`src/rtl/glitc_config_ctrl.sv`:
```
// rtl/glitc_config_ctrl.sv - PROGRAM_B / INIT_B / DONE configuration sequencer for four GLITC FPGAs
module glitc_config_ctrl #(
  parameter int CNT_BITS     = 24,
  parameter int PROG_CYCLES  = 100,
  parameter int INIT_HOLD    = 100,
  parameter int INIT_TIMEOUT = 65535,
  parameter int DONE_TIMEOUT = 16777215
) (
  input  logic        clk_i,
  input  logic        rst_n_i,
  input  logic        cyc_i,
  input  logic        stb_i,
  input  logic        we_i,
  input  logic        adr_i,
  input  logic [31:0] dat_i,
  output logic [31:0] dat_o,
  output logic        ack_o,
  output logic [3:0]  PROG_B,
  output logic [3:0]  INIT_B_drv,
  input  logic [3:0]  INIT_B_in,
  input  logic [3:0]  DONE,
  output logic [3:0]  gready_o
);

  // The counter reloads to 1 on state entry, so "count == limit" marks the
  // last cycle of a state that lasts exactly <limit> cycles.
  localparam logic [CNT_BITS-1:0] PROG_LIM  = CNT_BITS'(PROG_CYCLES);
  localparam logic [CNT_BITS-1:0] HOLD_LIM  = CNT_BITS'(INIT_HOLD);
  localparam logic [CNT_BITS-1:0] WINIT_LIM = CNT_BITS'(INIT_TIMEOUT);
  localparam logic [CNT_BITS-1:0] LOAD_LIM  = CNT_BITS'(DONE_TIMEOUT);

  typedef enum logic [2:0] {
    ST_IDLE,
    ST_PROG,
    ST_HOLD,
    ST_WINIT,
    ST_LOAD
  } state_t;

  state_t              state_q, state_d;
  logic [CNT_BITS-1:0] cnt_q, cnt_d;
  logic [1:0]          tgt_q, tgt_d;
  logic [1:0]          low_idx;
  logic [3:0]          pending_q, err_q, tmo_q, gready_q;
  logic [3:0]          init_s1, init_s, done_s1, done_s;

  logic [3:0]          pend_clr, gready_set, gready_clr;
  logic [3:0]          err_set, err_clr, tmo_set, tmo_clr;
  logic [3:0]          mon_fail;
  logic [3:0]          bus_pend_set, bus_err_clr, bus_tmo_clr;
  logic                bus_acc, busy;
  logic [31:0]         ctrl_rd, status_rd;
  logic                unused_dat;

  assign busy      = (state_q != ST_IDLE);
  assign gready_o  = gready_q;
  assign unused_dat = ^dat_i[31:12];

  // A GLITC that drops DONE while marked ready loses ready and flags an error.
  assign mon_fail  = gready_q & ~done_s;

  assign bus_acc   = cyc_i & stb_i & ~ack_o;
  assign ctrl_rd   = {21'b0, tgt_q, busy, 4'b0, pending_q};
  assign status_rd = {12'b0, init_s, done_s, tmo_q, err_q, gready_q};

  assign bus_pend_set = (bus_acc & we_i & ~adr_i) ? dat_i[3:0]  : 4'h0;
  assign bus_err_clr  = (bus_acc & we_i &  adr_i) ? dat_i[7:4]  : 4'h0;
  assign bus_tmo_clr  = (bus_acc & we_i &  adr_i) ? dat_i[11:8] : 4'h0;

  // Two-flop synchronizers for the asynchronous INIT_B and DONE pins.
  always_ff @(posedge clk_i) begin
    if (!rst_n_i) begin
      init_s1 <= 4'h0;
      init_s  <= 4'h0;
      done_s1 <= 4'h0;
      done_s  <= 4'h0;
    end else begin
      init_s1 <= INIT_B_in;
      init_s  <= init_s1;
      done_s1 <= DONE;
      done_s  <= done_s1;
    end
  end

  // Register port: one ack per access, read data captured on the ack edge.
  always_ff @(posedge clk_i) begin
    if (!rst_n_i) begin
      ack_o <= 1'b0;
      dat_o <= 32'h0;
    end else begin
      ack_o <= bus_acc;
      if (bus_acc && !we_i) begin
        dat_o <= adr_i ? status_rd : ctrl_rd;
      end
    end
  end

  // Sequencer next-state, pin drive and per-target flag set/clear requests.
  always_comb begin
    state_d    = state_q;
    tgt_d      = tgt_q;
    cnt_d      = cnt_q;
    pend_clr   = 4'h0;
    gready_set = 4'h0;
    gready_clr = 4'h0;
    err_set    = 4'h0;
    err_clr    = 4'h0;
    tmo_set    = 4'h0;
    tmo_clr    = 4'h0;
    PROG_B     = 4'hF;
    INIT_B_drv = 4'h0;
    low_idx    = 2'd0;
    for (int i = 3; i >= 0; i--) begin
      if (pending_q[i]) low_idx = 2'(i);
    end
    unique case (state_q)
      ST_IDLE: begin
        if (pending_q != 4'h0) begin
          tgt_d               = low_idx;
          pend_clr[low_idx]   = 1'b1;
          gready_clr[low_idx] = 1'b1;
          err_clr[low_idx]    = 1'b1;
          tmo_clr[low_idx]    = 1'b1;
          state_d             = ST_PROG;
        end
      end
      ST_PROG: begin
        PROG_B[tgt_q]     = 1'b0;
        INIT_B_drv[tgt_q] = 1'b1;
        if (cnt_q == PROG_LIM) state_d = ST_HOLD;
      end
      ST_HOLD: begin
        INIT_B_drv[tgt_q] = 1'b1;
        if (cnt_q == HOLD_LIM) state_d = ST_WINIT;
      end
      ST_WINIT: begin
        if (init_s[tgt_q]) begin
          state_d = ST_LOAD;
        end else if (cnt_q == WINIT_LIM) begin
          tmo_set[tgt_q] = 1'b1;
          state_d        = ST_IDLE;
        end
      end
      ST_LOAD: begin
        if (done_s[tgt_q]) begin
          gready_set[tgt_q] = 1'b1;
          state_d           = ST_IDLE;
        end else if (!init_s[tgt_q]) begin
          err_set[tgt_q] = 1'b1;
          state_d        = ST_IDLE;
        end else if (cnt_q == LOAD_LIM) begin
          tmo_set[tgt_q] = 1'b1;
          state_d        = ST_IDLE;
        end
      end
      default: state_d = ST_IDLE;
    endcase
    if (state_d != state_q) begin
      cnt_d = CNT_BITS'(1);
    end else if (cnt_q != {CNT_BITS{1'b1}}) begin
      cnt_d = cnt_q + CNT_BITS'(1);
    end
  end

  // Sequencer state and flag registers; any set beats a same-cycle clear.
  always_ff @(posedge clk_i) begin
    if (!rst_n_i) begin
      state_q   <= ST_IDLE;
      cnt_q     <= '0;
      tgt_q     <= 2'd0;
      pending_q <= 4'h0;
      err_q     <= 4'h0;
      tmo_q     <= 4'h0;
      gready_q  <= 4'h0;
    end else begin
      state_q   <= state_d;
      cnt_q     <= cnt_d;
      tgt_q     <= tgt_d;
      pending_q <= (pending_q & ~pend_clr) | bus_pend_set;
      gready_q  <= (gready_q & ~gready_clr & ~mon_fail) | gready_set;
      err_q     <= (err_q & ~err_clr & ~bus_err_clr) | err_set | mon_fail;
      tmo_q     <= (tmo_q & ~tmo_clr & ~bus_tmo_clr) | tmo_set;
    end
  end

endmodule

```
`config.mk`:
```
export PLATFORM = sky130hd
export DESIGN_NAME = glitc_config_ctrl
export DESIGN_NICKNAME = d
export VERILOG_FILES = /design/src/rtl/glitc_config_ctrl.sv
export SDC_FILE = /design/constraint.sdc
export NUM_CORES = 1
export LEC_CHECK = 0
export ABC_CLOCK_PERIOD_IN_PS = 2300
export BUFFER_PORTS_ARGS = -buffer_cell sky130_fd_sc_hd__buf_2
export CORE_MARGIN = 10
export CORE_UTILIZATION = 53
export DETAILED_ROUTE_END_ITERATION = 8
export GPL_ROUTABILITY_DRIVEN = 0
export HOLD_SLACK_MARGIN = 0.08
export PLACE_DENSITY = 0.91
export SYNTH_ARGS = -nofsm -noshare
export SYNTH_HDL_FRONTEND = slang
export SYNTH_SLANG_ARGS = --single-unit
```
`constraint.sdc`:
```
create_clock -name clk_i -period 2.3 [get_ports clk_i]
set_clock_uncertainty 0.1 [all_clocks]
set_input_delay 0.575 -clock clk_i [delete_from_list [all_inputs] [get_ports clk_i]]
set_output_delay 0.575 -clock clk_i [all_outputs]
set_load 0.005 [all_outputs]
```
==> results.cfg <==
[floorplanning]
initial_core_util = 0.553
core.rowCount = 30
fp.dieH_um = 105
die_x_um = 105
core-area_um2 = 6870
dieArea_um2 = 11000
ios = 91

[detailed_routing]
wl_um = 10800
ant_nets = 0
drc = 0
avgRoutedWirePerCell_um = 17.2
drt_iter0_markers = 348
vias_per_cell = 5.88
first_pass_iters = 6
num_vias = 3697

[finish]
antenna_cells = 0
drive_above_1_share = 0.218
layoutNonFillerInstCount = 629
final_cell_mix = dfxtp_1 (77), buf_2 (58), nand2_1 (48)
stdcell_area_um2 = 4450
final_common_cell = dfxtp_1
fin_nets = 576
syn2layout_area_growth_pct = 17.0
fillCellCount = 515

[run]
drv_cap = 0

[yosys]
async_flop_share = 0
synth_area_um2 = 3800
synth_cell_types = 54
yosys_warnings = 0
ys_seq_elements = 82
synth_edf_count = 0
avgSynthCellArea_um2 = 8.24
synth_cells = 461
yosysSeqAreaShare = 0.432
synthFlopType = dfxtp_1

[power]
sw_frac_of_total = 0.275
p_seq_frac = 0.549
comb_power_share = 0.069
pwr-share-clk = 0.383
leakagePower_nw = 1.68
internal_power_mw = 1.94
irDropWorstVdd_mv = 0.557
pwr_density_cell_nw_per_um2 = 604
p_switching_uw = 739

[sta]
period_share = 0.957
hold_viol_final = 0
timing.final.ws_setup_ps = 98.3
tightestPinTransition_ps = 525
rsz0062_at_grt = false
setup_violations = 0
fmax_mhz = 454
min_period_ps = 2200
whs_ps = 317
slew_violations = 0
finalSetupTns_ps = 0
max_slew_margin = 0.650

[grt]
grt_overflow = 0
first_global_vias = 3675
antenna_found_initial = 0
grt_usage = 0.194
grt_max_degree = 26
grt_pass1_wl_um = 18000

[setup_path]
cp.arrival_ps = 1530
timing.rr.end = tmo_q[1]$_SDFF_PN0_
worstSetupEndpoint = PROG_B[2]
cp-startpoint = tgt_q[1]$_SDFFE_PN0P_
r2r_start = cnt_q[18]$_SDFFE_PP0P_
reg2reg_setup_slack_ps = 100
critPathKind = flop to output pin
crit_fanout = 8
worstRegToRegCells = 5
cp-start-kind = flop
crit_required_ps = 1620
worst_setup_path_end_kind = output pin

[placement]
port_buffers = 58
dp.cells = 613
place_area_um2 = 4230
preCtsSetupSlack_ps = 109
dpl.hpwl_um = 7770

[clock_network]
cts_max_level = 3
clkTransAtPathRegs_ps = 90
cts.sinks = 82
clockRootBuffer = clkbuf_8
cts_tree = yes
cts_hold_buf = 0
cts_buffer_depth = 2
postCtsSetupRepairBufs = 0
clkLatencyLatePin_ps = 360
cts_buffers = 9

[hold_path]
hold_class = input port to flop

[status]
status = finished clean
==> worst max-delay path, cell delays in order, from the launching register on <==
cell and delay (ps):
dfxtp_1 430, buf_4 200, inv_1 90, nor2_1 240, nand2_1 80, buf_2 130
==> power by group through the flow <==
stage	registers, mW	clock network, mW	logic (mW)
after global routing	1.47	1.10	0.202
final	1.47	1.03	0.184
after global placement	1.50	0	0.169
after floorplan	1.49	0	0.127
after detailed placement	1.50	0	0.176
after CTS	1.47	1.03	0.179
==> cell families (layout without fill, tap and decap cells) <==
kind of cell             count (synthesis)  after routing  share of synthesized area
AND/OR/NAND/NOR                        208            208                      0.282
AO/OA/AOI/OAI                          100            100                      0.162
flip-flops                              82             82                      0.432
buffers and inverters                   48            109                     0.0619
XOR/XNOR                                15             15                     0.0346
multiplexers                             5              5                     0.0198
adder cells (fa/ha/maj)                  2              2                    0.00659
other                                    1             12                   0.000987
==> what timing repair did <==
item,in CTS,in global routing
endpoints found under the setup margin,6,30
hold endpoints to repair,0,0
gates resized for setup,2,6
==> through the flow <==
| stage | utilization | total power, mW |
|---|---|---|
| 2_1_floorplan | - | 1.62 |
| 3_3_place_gp | 0.616 | 1.67 |
| 3_5_place_dp | 0.616 | 1.68 |
| 4_1_cts | 0.645 | 2.68 |
| 5_1_grt | 0.647 | 2.78 |
| 6_report | 0.647 | 2.68 |
==> how the worst min path moves through the flow <==
stage                           from               endpoint  slack [ps]  cells after the start
3_3_place_gp   done_s1[0]$_SDFF_PN0_   done_s[0]$_SDFF_PN0_         310                      1
3_5_place_dp   done_s1[3]$_SDFF_PN0_   done_s[3]$_SDFF_PN0_         320                      1
5_1_grt                 INIT_B_in[1]  init_s1[1]$_SDFF_PN0_         300                      2
2_1_floorplan  done_s1[0]$_SDFF_PN0_   done_s[0]$_SDFF_PN0_         310                      1
4_1_cts                 INIT_B_in[3]  init_s1[3]$_SDFF_PN0_         310                      2
6_report                INIT_B_in[3]  init_s1[3]$_SDFF_PN0_         320                      2
==> cells in the mapped netlist, types with 5 or more instances <==
cell / instances / area share
nor2_1: 47 / 0.046
inv_1: 12 / 0.012
nand2b_1: 5 / 0.0082
or3_1: 8 / 0.013
xnor2_1: 13 / 0.030
a21oi_1: 36 / 0.047
and2_1: 18 / 0.030
a211oi_1: 9 / 0.018
nand4_1: 8 / 0.013
clkbuf_1: 18 / 0.018
nor3_1: 9 / 0.012
nor2b_1: 5 / 0.0082
nand2_1: 48 / 0.047
dfxtp_1: 82 / 0.43
o21ai_0: 25 / 0.033
nor4_1: 7 / 0.012
nand3_1: 30 / 0.040
a22oi_1: 6 / 0.012
buf_4: 14 / 0.028
==> routing by layer <==
| metal | wire (µm) | vias to the layer above | part of all wire | global-route usage |
|---|---|---|---|---|
| met5 | 0 | - | 0 | 0 |
| met4 | 285 | 0 | 0.026 | 0.0892 |
| met3 | 1000 | 37 | 0.092 | 0.0547 |
| met2 | 5510 | 227 | 0.51 | 0.336 |
| met1 | 4030 | 1696 | 0.37 | 0.215 |
| li1 | - | 1737 | - | - |
==> sequential cells by signal, summed over array words and instances (netlist names) <==
name and count:
tgt_q 2, tmo_q 4, cnt_q 24, ack_o 1
gready_o 4, init_s 4, state_q 3, pending_q 4
err_q 4, done_s1 4, done_s 4, init_s1 4
dat_o 20
==> final cells by class <==
type / count / area (µm²) / area share
Clock buffer: 9 / 124 / 0.0279
Multi-Input combinational cell: 342 / 1980 / 0.444
Timing Repair Buffer: 81 / 463 / 0.104
Clock inverter: 7 / 70.1 / 0.0158
Tap cell: 96 / 120 / 0.0270
Inverter: 12 / 45.0 / 0.0101
Sequential cell: 82 / 1650 / 0.371
Note: power is estimated with default switching activity, not from simulation.
